### config.mk
export PLATFORM = sky130hd
export DESIGN_NAME = uart_receiver
export DESIGN_NICKNAME = d
export VERILOG_FILES = /design/src/rtl/uart_pkg.sv /design/src/rtl/rx_fifo.sv /design/src/rtl/uart_receiver.sv
export SDC_FILE = /design/constraint.sdc
export NUM_CORES = 1
export LEC_CHECK = 0
export CORE_MARGIN = 3
export CORE_UTILIZATION = 60
export CTS_BUF_LIST = sky130_fd_sc_hd__clkbuf_4
export CTS_CLUSTER_SIZE = 12
export DETAILED_ROUTE_END_ITERATION = 12
export PLACE_DENSITY_LB_ADDON = 0.3
export SYNTH_ARGS = -nofsm -noshare
export SYNTH_HDL_FRONTEND = slang
export SYNTH_SLANG_ARGS = --single-unit
### constraint.sdc
create_clock -name clk -period 2.4 [get_ports clk]
set_clock_uncertainty 0.15 [all_clocks]
set_input_delay 0.24 -clock clk [delete_from_list [all_inputs] [get_ports clk]]
set_output_delay 0.24 -clock clk [all_outputs]
set_load 0.01 [all_outputs]
### src/rtl/uart_pkg.sv
// Shared definitions for the UART receive path: FSM states and parameter defaults.
package uart_pkg;

    localparam int DEFAULT_CLKS_PER_BIT = 16;
    localparam int DEFAULT_FIFO_DEPTH   = 4;

    typedef enum logic [2:0] {
        IDLE,
        START,
        DATA,
        STOP,
        WAIT_HIGH
    } uart_state_e;

endpackage

### src/rtl/rx_fifo.sv
// Show-ahead receive FIFO; a push into a full FIFO only lands when a pop frees a slot on the same edge.
module rx_fifo
    import uart_pkg::*;
#(
    parameter int DEPTH = DEFAULT_FIFO_DEPTH
) (
    input  logic       clk,
    input  logic       reset,
    input  logic       push,
    input  logic [7:0] din,
    input  logic       pop,
    output logic [7:0] dout,
    output logic       empty,
    output logic       full
);

    localparam int PTR_W = $clog2(DEPTH);
    localparam int CNT_W = PTR_W + 1;

    logic [7:0]       r_mem [DEPTH];
    logic [PTR_W-1:0] r_wrPtr;
    logic [PTR_W-1:0] r_rdPtr;
    logic [CNT_W-1:0] r_count;
    logic             w_push;
    logic             w_pop;

    assign empty  = (r_count == '0);
    assign full   = (r_count == CNT_W'(DEPTH));
    assign w_pop  = pop && !empty;
    assign w_push = push && (!full || w_pop);
    // Empty reads as zero so the head is clean after reset and after the last pop.
    assign dout   = empty ? 8'h00 : r_mem[r_rdPtr];

    always_ff @(posedge clk) begin
        if (w_push) begin
            r_mem[r_wrPtr] <= din;
        end
    end

    always_ff @(posedge clk or posedge reset) begin
        if (reset) begin
            r_wrPtr <= '0;
            r_rdPtr <= '0;
            r_count <= '0;
        end else begin
            if (w_push) begin
                r_wrPtr <= r_wrPtr + PTR_W'(1);
            end
            if (w_pop) begin
                r_rdPtr <= r_rdPtr + PTR_W'(1);
            end
            case ({w_push, w_pop})
                2'b10:   r_count <= r_count + CNT_W'(1);
                2'b01:   r_count <= r_count - CNT_W'(1);
                default: r_count <= r_count;
            endcase
        end
    end

endmodule

### src/rtl/uart_receiver.sv
// 8N1 UART receiver: synchronizer, mid-bit sampling FSM, sticky error flags and a receive FIFO.
module uart_receiver
    import uart_pkg::*;
#(
    parameter int CLKS_PER_BIT = DEFAULT_CLKS_PER_BIT,
    parameter int FIFO_DEPTH   = DEFAULT_FIFO_DEPTH
) (
    input  logic       clk,
    input  logic       reset,
    input  logic       rx,
    input  logic       rd_en,
    input  logic       clr_err,
    output logic [7:0] rd_data,
    output logic       rd_valid,
    output logic       frame_err,
    output logic       overrun,
    output logic       irq
);

    localparam int SCNT_W = $clog2(CLKS_PER_BIT);
    // The IDLE edge that spots the falling line already counts as the first half-bit cycle.
    localparam logic [SCNT_W-1:0] HALF_LAST = SCNT_W'(CLKS_PER_BIT / 2 - 2);
    localparam logic [SCNT_W-1:0] FULL_LAST = SCNT_W'(CLKS_PER_BIT - 1);

    logic              r_rxMeta;
    logic              r_rxSync;
    uart_state_e       r_state;
    uart_state_e       w_stateNext;
    logic [SCNT_W-1:0] r_sampleCnt;
    logic [SCNT_W-1:0] w_sampleNext;
    logic [2:0]        r_bitCnt;
    logic [2:0]        w_bitNext;
    logic [7:0]        r_shift;
    logic [7:0]        w_shiftNext;
    logic              w_push;
    logic              w_frameErrSet;
    logic              w_overrunSet;
    logic              w_fifoEmpty;
    logic              w_fifoFull;
    logic              r_frameErr;
    logic              r_overrun;

    always_ff @(posedge clk or posedge reset) begin
        if (reset) begin
            r_rxMeta    <= 1'b1;
            r_rxSync    <= 1'b1;
            r_state     <= IDLE;
            r_sampleCnt <= '0;
            r_bitCnt    <= '0;
            r_shift     <= 8'h00;
        end else begin
            r_rxMeta    <= rx;
            r_rxSync    <= r_rxMeta;
            r_state     <= w_stateNext;
            r_sampleCnt <= w_sampleNext;
            r_bitCnt    <= w_bitNext;
            r_shift     <= w_shiftNext;
        end
    end

    always_comb begin
        w_stateNext   = r_state;
        w_sampleNext  = r_sampleCnt;
        w_bitNext     = r_bitCnt;
        w_shiftNext   = r_shift;
        w_push        = 1'b0;
        w_frameErrSet = 1'b0;
        case (r_state)
            IDLE: begin
                w_sampleNext = '0;
                w_bitNext    = '0;
                if (!r_rxSync) begin
                    w_stateNext = START;
                end
            end
            START: begin
                if (r_sampleCnt == HALF_LAST) begin
                    w_sampleNext = '0;
                    w_stateNext  = r_rxSync ? IDLE : DATA;
                end else begin
                    w_sampleNext = r_sampleCnt + SCNT_W'(1);
                end
            end
            DATA: begin
                if (r_sampleCnt == FULL_LAST) begin
                    w_sampleNext = '0;
                    w_shiftNext  = {r_rxSync, r_shift[7:1]};
                    w_bitNext    = r_bitCnt + 3'd1;
                    if (r_bitCnt == 3'd7) begin
                        w_stateNext = STOP;
                    end
                end else begin
                    w_sampleNext = r_sampleCnt + SCNT_W'(1);
                end
            end
            STOP: begin
                if (r_sampleCnt == FULL_LAST) begin
                    w_sampleNext = '0;
                    if (r_rxSync) begin
                        w_push      = 1'b1;
                        w_stateNext = IDLE;
                    end else begin
                        w_frameErrSet = 1'b1;
                        w_stateNext   = WAIT_HIGH;
                    end
                end else begin
                    w_sampleNext = r_sampleCnt + SCNT_W'(1);
                end
            end
            WAIT_HIGH: begin
                w_sampleNext = '0;
                w_bitNext    = '0;
                if (r_rxSync) begin
                    w_stateNext = IDLE;
                end
            end
            default: begin
                w_stateNext = IDLE;
            end
        endcase
    end

    // A full FIFO always has a valid head, so rd_en alone means a pop frees the slot.
    assign w_overrunSet = w_push && w_fifoFull && !rd_en;

    always_ff @(posedge clk or posedge reset) begin
        if (reset) begin
            r_frameErr <= 1'b0;
            r_overrun  <= 1'b0;
        end else begin
            if (w_frameErrSet) begin
                r_frameErr <= 1'b1;
            end else if (clr_err) begin
                r_frameErr <= 1'b0;
            end
            if (w_overrunSet) begin
                r_overrun <= 1'b1;
            end else if (clr_err) begin
                r_overrun <= 1'b0;
            end
        end
    end

    rx_fifo #(
        .DEPTH(FIFO_DEPTH)
    ) u_fifo (
        .clk   (clk),
        .reset (reset),
        .push  (w_push),
        .din   (r_shift),
        .pop   (rd_en),
        .dout  (rd_data),
        .empty (w_fifoEmpty),
        .full  (w_fifoFull)
    );

    assign rd_valid  = !w_fifoEmpty;
    assign frame_err = r_frameErr;
    assign overrun   = r_overrun;
    assign irq       = rd_valid | r_frameErr | r_overrun;

endmodule

Word level (Yosys, flattened, before mapping)
Memory sizes are Yosys's and may differ from the RTL's.
Index checks and enable logic that the tools add are counted.
{ "classes": {"n_mux": 27, "reduce_logical": 20, "bitwise_logic": 2, "n_eq_ne": 16, "n_addsub": 6} }
{ "ops": {"columns": ["operator", "count"], "rows": [
  ["2-to-1 mux 3 bit", 8],
  ["case mux 3 bit (5 select lines)", 1],
  ["!= test 2 bit (second input constant)", 6],
  ["case mux 3 bit (2 select lines)", 2],
  ["case mux 4 bit (3 select lines)", 1],
  ["2-to-1 mux 1 bit", 11],
  ["== test 3 bit (second input constant)", 3],
  ["2-to-1 mux 4 bit", 2],
  ["2-to-1 mux 8 bit", 1],
  ["nonzero test 2 bit", 4],
  ["adder 3 x 1 -> 3 bit (second input constant)", 2],
  ["== test 3 x 2 -> 1 bit (second input constant)", 2],
  ["zero test 3 bit", 2],
  ["AND reduction 6 bit", 1],
  ["adder 2 x 1 -> 2 bit (second input constant)", 2],
  ["adder 4 x 1 -> 4 bit (second input constant)", 1],
  ["== test 4 x 3 -> 1 bit (second input constant)", 1],
  ["== test 4 bit (second input constant)", 1],
  ["logical AND 1 bit", 4],
  ["AND reduction 2 bit", 2],
  ["OR reduction 2 bit", 2],
  ["== test 3 x 1 -> 1 bit (second input constant)", 1],
  ["zero test 1 bit", 3],
  ["nonzero test 3 bit", 1],
  ["other kinds (6)", 7]
]} }
{ "totals": {"output_inout_bits": 12, "word_cells": 83, "mem_bits_rw": 32, "reg_bits": 29, "in_bits": 5, "n_memories": 1} }
{ "mem_list": {"columns": ["name", "words", "word_bits", "rd", "rd_ports_with_merged_regs", "write_ports", "line", "text"], "rows": [
  ["u_fifo.r_mem", 4, 8, 1, 0, 1, "rx_fifo.sv:20", "logic [7:0] r_mem [DEPTH];"]
]} }

Logic depth before layout (Yosys ltp)
Gate-level depths: netlist of the first run.
{ "depth": {"word_depth": 7, "ltp_mapped": 6, "mapped_depth_nobuf": 6} }

Cells and area by module
A second synthesis of the first run with hierarchy kept.
{ "hier_totals": {"hier_cells": 193, "area_unflattened_um2": 2760.1} }
{ "modules_own_cells": {"columns": ["module", "area_per_inst_um2", "cells_each", "instances"], "rows": [
  ["rx_fifo", 1649.1, 91, 1],
  ["uart_receiver", 1111.1, 102, 1]
]} }

Worst setup path after synthesis of the first run
Ideal clock, no wire load.
{ "synth_path": {"path_kind": "register to register", "from": "reg r_sampleCnt[0]", "to": "reg u_fifo.r_count[1]", "t_arrival_ns": 1.783, "stages_incl_launch_ff": 6, "setup_ns": 0.125, "path_slack_ns": 0.342, "path_cell_list": "dfrtp_1 > ha_1 > and3_1 > a41oi_2 > fa_1 > mux2_4"} }
{ "synth_via": {"elab_chain_len": 6} }
{ "synth_rtl": {"columns": ["item", "line", "text"], "rows": [
  ["from (decl)", "uart_receiver.sv:29", "logic [SCNT_W-1:0] r_sampleCnt;"],
  ["from (signal assigned)", "uart_receiver.sv:55", "r_sampleCnt <= w_sampleNext;"],
  ["== test 4 bit (*)", "uart_receiver.sv:97", "if (r_sampleCnt == FULL_LAST) begin"],
  ["2-to-1 mux 1 bit (*)", "uart_receiver.sv:97", null],
  ["2-to-1 mux 1 bit (*)", "uart_receiver.sv:68", "case (r_state)"],
  ["logical AND 1 bit (*)", "rx_fifo.sv:30", "assign w_push = push && (!full || w_pop);"],
  ["== test 2 x 1 -> 1 bit / == test 2 bit (equally long branches)", "rx_fifo.sv:52", "case ({w_push, w_pop})"],
  ["case mux 3 bit (2 select lines) / nonzero test 2 bit (equally long branches)", null, null],
  ["to (signal assigned)", "rx_fifo.sv:53", "2'b10: r_count <= r_count + CNT_W'(1);"],
  ["to (signal assigned)", "rx_fifo.sv:54", "2'b01: r_count <= r_count - CNT_W'(1);"],
  ["to (signal assigned)", "rx_fifo.sv:55", "default: r_count <= r_count;"],
  ["to (decl)", "rx_fifo.sv:23", "logic [CNT_W-1:0] r_count;"]
]} }
Every way passes the cells marked *; elsewhere a longest branch is shown, timed or not.
A chain may end at the register's enable or synchronous reset.

Worst setup path in the final report of the first run
{ "layout_path": {"from": "reg u_fifo.r_rdPtr[0]", "to": "out rd_data[4]"} }
{ "layout_via": {"elab_chain_len": 2} }
{ "layout_rtl": {"columns": ["item", "line", "text"], "rows": [
  ["from (decl)", "rx_fifo.sv:22", "logic [PTR_W-1:0] r_rdPtr;"],
  ["from (signal assigned)", "rx_fifo.sv:50", "r_rdPtr <= r_rdPtr + PTR_W'(1);"],
  ["memory (4 x 8 bit)", null, null],
  ["2-to-1 mux 8 bit", "rx_fifo.sv:32", "assign dout = empty ? 8'h00 : r_mem[r_rdPtr];"],
  ["to (decl)", "uart_receiver.sv:13", "output logic [7:0] rd_data,"]
]} }
Every way passes these cells.

==> results of run 1 <==
## per-stage QoR
step                      hold WS [ns]  instances  power (W)  util (%)  instance area [sq um]
after floorplan                0.09448        174   0.002041         -                   2653
after global placement          0.1977        238   0.002371     69.54                   2882
after detailed placement        0.2073        238   0.002418     69.54                   2882
after CTS                      0.05108        258   0.003183     73.97                   3065
after global routing           0.09395        263   0.003404     74.91                   3104
final                          0.05100        263   0.003224     74.91                   3104
## metal layers
| layer | share of wire (%) | vias up | global-route usage [%] | routed length [um] |
|---|---|---|---|---|
| met5 | 0 | - | 0 | 0 |
| met4 | 2.7 | 0 | 12.70 | 127 |
| met3 | 4.7 | 10 | 4.709 | 226 |
| met2 | 49 | 46 | 32.36 | 2338 |
| met1 | 44 | 779 | 27.34 | 2096 |
| li1 | - | 720 | - | - |
## registers in the layout (all words and copies together), names as in the netlist
signal,count
r_rxMeta,1
r_rxSync,1
u_fifo.r_rdPtr,2
r_bitCnt,3
u_fifo.r_wrPtr,2
u_fifo.r_count,3
overrun,1
frame_err,1
r_shift,8
r_sampleCnt,4
r_state,3
u_fifo.r_mem,32
## worst register-to-register path, stage by stage, from the launching register on
cell     delay (ns)
dfrtp_1        0.43
ha_1           0.26
and3_1         0.24
a41oi_2        0.28
fa_1           0.46
mux2_4         0.27
## cell families after synthesis
group	after synthesis
compound gates	22
simple gates	43
xor+xnor	5
mux	19
flops	61
fa+ha+maj	9
buf+inv	15
## synth_stat cells (3+ instances only)
| cell | instances | area, sq um |
|---|---|---|
| a21oi_1 | 5 | 25.02 |
| a22o_1 | 3 | 26.28 |
| and2_1 | 9 | 56.30 |
| and2_2 | 3 | 22.52 |
| buf_2 | 3 | 15.01 |
| clkbuf_1 | 3 | 11.26 |
| dfrtp_1 | 27 | 675.7 |
| edfxtp_1 | 32 | 960.9 |
| ha_1 | 8 | 100.1 |
| inv_1 | 7 | 26.28 |
| mux2_2 | 9 | 101.4 |
| mux4_2 | 8 | 180.2 |
| nand2_1 | 5 | 18.77 |
| nand3_1 | 3 | 15.01 |
| nor2_1 | 6 | 22.52 |
| o21ai_0 | 3 | 15.01 |
| or3_1 | 3 | 18.77 |
| xnor2_1 | 5 | 43.79 |
## report_power, final
group	internal [W]	total, W	leakage (nW)	switching, W
clock	0.000407	0.000744	0.0745	0.000337
sequential	0.00122	0.00140	0.638	0.000184
combinational	0.000625	0.00108	0.495	0.000455
## worst max path at each step
stage                      startpoint            endpoint  slack [ns]
floorplan              r_sampleCnt[0]   u_fifo.r_count[1]        0.34
global placement       r_sampleCnt[0]  u_fifo.r_mem[2][2]        0.24
detailed placement     r_sampleCnt[0]  u_fifo.r_mem[2][0]        0.15
CTS                 u_fifo.r_rdPtr[0]          rd_data[4]        0.01
global route        u_fifo.r_rdPtr[0]          rd_data[4]       0.002
finish              u_fifo.r_rdPtr[0]          rd_data[4]        0.08
## area by class of cell
type                            instances  area [sq um]
Sequential cell                        61          1692
Fill cell                             271          1040
Multi-Input combinational cell         98         899.6
Timing Repair Buffer                   32         277.8
Clock inverter                          6         78.83
Clock buffer                            9         67.56
Tap cell                               50         62.56
Inverter                                7         26.28
## repair_timing
action,CTS,global route
gates resized for setup,14,1
endpoints found under the setup margin,9,10
pin swaps,1,0
buffers inserted,5,5
==> results_dict.tcl, run 1 <==
set metrics [dict create \
    cp.arrival_ns 1.93 \
    route.vias.total 1555 \
    synth_nets 188 \
    crit_path_max_fanout 7 \
    cts_tree "yes" \
    syn_area_sq_mm 0.002653 \
    worst-path-stages 5 \
    yosys_warnings 0 \
    place_ws_ns 0.1541 \
    cts.clk_slew.worst_paths_ns 0.09 \
    async_reset_ff_share_pct 47.54 \
    crit_path_top_delay_cell "mux4_2" \
    run_status "completed" \
    die_height_um 72.49 \
    numCtsBuffers 9 \
    chipWidth_um 72.49 \
    synth_cells 174 \
    rr_startpoint "r_sampleCnt[0]" \
    cts.path.max_buffers 2 \
    report.final.slew_viol_count 0 \
    ios 17 \
    worst_setup_path_end_kind "output pin" \
    r2r_slack_ns 0.21 \
    synthFlopType "edfxtp_1" \
    io_buffer_count 16 \
    place_congestion 0.8851 \
    ys_seq_area_share_pct 63.68 \
    die-area_sq_mm 0.005255 \
    initial_core_util_pct 64.01 \
    synth-compound-area-share_pct 6.132 \
    peakVddDrop_mv 0.4802 \
    crit_buf_inv 3 \
    vias_per_cell 5.913 \
    period_share_pct 96.74 \
    critPathTopFamily "buffers and inverters" \
    setup_ws_ns 0.07833 \
    drtIter0Drc 103 \
    ant_nets 0 \
    ys_ff_latch 61 \
    hold_buffers 0 \
    leakage_nw 1.208 \
    core_area_sq_mm 0.004144 \
    path_cells "buf_8, buf_4, mux4_2, and2_1, dlygate4sd2_1" \
    layout_commonest_cell "edfxtp_1" \
    grt_pass1_vias 1620 \
    p_per_area_mw_per_mm2 1038 \
    grt_pass1_wl_mm 7.921 \
    hold_viol_final 0 \
    drc_errors 0 \
    period_minus_slack_ns 2.322 \
    synth_simple_gate_area_share_pct 10.00 \
    clkSinkCount 61 \
    path_class "reg2out" \
    finalSetupViolCount 0 \
    grt_setup_unrepaired "false" \
    dp_hpwl_mm 3.129 \
    htreeDepth 3 \
    grt_max_degree 16 \
    reg2reg_depth 5 \
    min_path_type "in2async" \
    firstDrtPassIters 4 \
    n_antenna_cell 0 \
    tightest_slew_ns 0.5891 \
    cp.required_ns 2.01 \
    r2r-end "u_fifo.r_count[1]" \
    maxClockFrequency_mhz 430.7 \
    syn_avg_cell_area_sq_um 15.24 \
    synth-xor-area-share_pct 1.651 \
    synth_cell_types 45 \
    final_cell_mix "edfxtp_1, dfrtp_1, buf_4" \
    core.rowCount 23 \
    synth_fa_ha_area_share_pct 4.528 \
    antenna_found_initial 0 \
    drive_gt1_share_pct 28.17 \
    drt-total-wl_mm 4.789 \
    insertion_delay_ns 0.39 \
    fin_setup_tns_ns 0 \
    synth_top_family_by_area "multiplexers" \
    start_kind "flip-flop" \
    cts_root_buf "clkbuf_4" \
    fin_nets 223 \
    critPathMaxStageDelay_ns 0.48 \
    post_drt_wl_per_cell_um 18.21 \
    synthMuxAreaShare_pct 11.56 \
    cap_violations 0 \
    area.growth.synth_to_final_pct 17.03 \
    slew_headroom_pct 60.68 \
    synth_edf_count 32 \
    grt_usage_pct 20.99 \
    overflow 0 \
]
Note: power is estimated with default switching activity, not from simulation.
==> run 2: changes to the inputs <==
--- a/config.mk
+++ b/config.mk
@@ -8,6 +8,7 @@
 export CORE_MARGIN = 3
 export CORE_UTILIZATION = 60
 export CTS_BUF_LIST = sky130_fd_sc_hd__clkbuf_4
+export CTS_CLUSTER_DIAMETER = 30
 export CTS_CLUSTER_SIZE = 12
 export DETAILED_ROUTE_END_ITERATION = 12
 export PLACE_DENSITY_LB_ADDON = 0.3
==> constraint.sdc (replaced) <==
create_clock -name clk -period 2.4 [get_ports clk]
set_clock_uncertainty 0.15 [all_clocks]
set_input_delay 0.72 -clock clk [delete_from_list [all_inputs] [get_ports clk]]
set_output_delay 0.72 -clock clk [all_outputs]
set_load 0.01 [all_outputs]
==> run 2 against run 1 <==
  * The flow now finishes with violations (setup timing)
  * Combinational power up 25%
  * Flip-flop and latch count unchanged
  * Cell count up 2.7%
  * Clock-buffer cell count unchanged
  * Utilization up 2.4 points
  * Critical endpoint is now rd_data[6]
  * Highest routed layer unchanged
==> results_dict.tcl, run 2 (synthesized netlist as in run 1, its figures left out) <==
set metrics [dict create \
    hold_path_depth 0 \
    fin_nets 229 \
    switchingPower_w 0.001075 \
    numCtsBuffers 9 \
    grt_usage_pct 21.48 \
    grt_pass1_wl_mm 8.142 \
    p_int_w 0.002442 \
    dp_hpwl_mm 3.165 \
    top_register "u_fifo.r_mem" \
    failed_checks "setup timing" \
    core_area_sq_mm 0.004144 \
    crit_path_max_fanout 6 \
    firstDrtPassIters 4 \
    comb_power_share_pct 38.3 \
    worst_setup_path_end_kind "output pin" \
    largest_reg_flops 32 \
    drc_errors 0 \
    placed_area_sq_mm 0.002969 \
    place_congestion 0.8662 \
    hold_viol_final 0 \
    insertion_delay_ns 0.41 \
    core.rowCount 23 \
    finalInstanceArea_sq_mm 0.003206 \
    io_buffer_count 16 \
    path_class "reg2out" \
    area.growth.synth_to_final_pct 20.85 \
    grt_setup_unrepaired "true" \
    rr_startpoint "u_fifo.r_count[0]" \
    drive_gt1_share_pct 37.73 \
    num-fill-cells 245 \
    peakVddDrop_mv 0.4769 \
    route.vias.total 1577 \
    grt_max_degree 30 \
    period_share_pct 111.6 \
    antenna_found_initial 0 \
    min_path_type "reg2reg" \
    r2r-end "u_fifo.r_count[2]" \
    final_cell_mix "edfxtp_1, dfrtp_1, buf_4" \
    regArea_sq_mm 0.001689 \
    period_minus_slack_ns 2.677 \
    grt_pass1_vias 1620 \
    n_antenna_cell 0 \
    post_drt_wl_per_cell_um 18.56 \
    start_kind "flip-flop" \
    run_status "finished, violations left" \
    r2r_slack_ns 0.11 \
    setup_ws_ns -0.2775 \
    chipWidth_um 72.49 \
    reg2reg_depth 7 \
    die_height_um 72.49 \
    cts.path.max_buffers 2 \
    hold_start "r_rxMeta" \
    tightest_slew_ns 0.4933 \
    largestRegisters "u_fifo.r_mem: 32 flops, r_shift: 8 flops, r_sampleCnt: 4 flops" \
    drt-total-wl_mm 5.012 \
    finalSetupViolCount 9 \
    cts.clk_slew.worst_paths_ns 0.10 \
    cp.arrival_ns 1.81 \
    vias_per_cell 5.841 \
    htreeDepth 3 \
    leakage_nw 1.280 \
    place_ws_ns -0.2495 \
    ios 17 \
    clockPowerShare_pct 23.1 \
    maxClockFrequency_mhz 373.5 \
    drtIter0Drc 107 \
    die-area_sq_mm 0.005255 \
    multi_input_area_sq_um 912.1 \
    overflow 0 \
    p_per_area_mw_per_mm2 1097 \
    layout_commonest_cell "edfxtp_1" \
    cp.required_ns 1.53 \
    clkSinkCount 61 \
    ant_nets 0 \
    holdPathEnd "r_rxSync" \
    slew_headroom_pct 66.86 \
    report.final.slew_viol_count 0 \
    cts_tree "yes" \
    initial_core_util_pct 64.01 \
    cts_root_buf "clkbuf_4" \
    cap_violations 0 \
    switching_share_pct 30.57 \
    seq_power_share_pct 38.7 \
]
-- run 2: cell types whose count changed in the layout (fill, tap and decap cells not counted), moves of 2 or more --
cell / delta
dfrtp_1: +2
clkinv_1: -3
clkinv_4: +2
dlygate4sd2_1: -8
and2_1: -5
buf_12: +2
dfrtp_2: -2
buf_2: +4
and2_4: +5
buf_6: +7
buf_4: +3
-- run 2: power groups by stage --
stage | clock network (W) | registers, W | logic (W)
after floorplan | 0 | 0.00131 | 0.000728
after global placement | 0 | 0.00136 | 0.00113
after detailed placement | 0 | 0.00138 | 0.00117
after CTS | 0.000824 | 0.00136 | 0.00123
after global routing | 0.000875 | 0.00138 | 0.00145
final | 0.000812 | 0.00136 | 0.00135
-- run 2: what timing repair did --
action	CTS	global route
hold buffers	0	0
setup endpoints to repair	10	18
endpoints found under the hold margin	0	0
pin swaps	6	2
setup buffers	4	2
gates resized for setup	47	8
-- run 2: routing by layer --
| metal | wire [um] | track usage [%] | vias to the layer above |
|---|---|---|---|
| met2 | 2538 | 34.07 | 35 |
| met1 | 2214 | 28.74 | 800 |
| met5 | 0 | 0 | - |
| met3 | 199 | 3.740 | 8 |
| met4 | 59 | 11.07 | 0 |
| li1 | - | - | 734 |
-- run 2: final cells by class --
cell class              instances  share of cell area [%]
flip-flops and latches         61                   52.69
multi-input cells              98                   28.45
repair buffers                 38                   10.89
clock inverters                 7                   3.084
clock buffers                   9                   2.108
well taps                      50                   1.952
inverters                       7                  0.8197
-- run 2: how the worst max path moves through the flow --
stage	from	end	slack (ns)	depth (start not counted)
final	u_fifo.r_rdPtr[0]	rd_data[6]	-0.28	5
after detailed placement	rd_en	u_fifo.r_mem[2][2]	-0.25	4
after global placement	rd_en	u_fifo.r_count[1]	-0.18	5
after global routing	u_fifo.r_rdPtr[0]	rd_data[6]	-0.35	5
after floorplan	u_fifo.r_rdPtr[0]	rd_data[0]	0.27	3
after CTS	u_fifo.r_rdPtr[0]	rd_data[4]	-0.30	5
-- run 2: critical path: stages (launching register included) --
cell and delay [ns]:
dfrtp_1 0.40, buf_12 0.12, buf_12 0.11, mux4_2 0.50, and2_4 0.16, buf_6 0.11
-- run 2: per-stage QoR --
| step | util, % | setup TNS [ns] | power (W) | cells | hold WS (ns) |
|---|---|---|---|---|---|
| after global routing | 77.36 | -2.735 | 0.003703 | 270 | 0.2354 |
| final | 77.36 | -2.145 | 0.003518 | 270 | 0.2203 |
| after CTS | 76.18 | -2.372 | 0.003410 | 268 | 0.2319 |
| after floorplan | - | 0 | 0.002041 | 174 | 0.1952 |
| after detailed placement | 71.65 | -7.202 | 0.002552 | 248 | 0.2061 |
| after global placement | 71.65 | -3.975 | 0.002491 | 248 | 0.1975 |
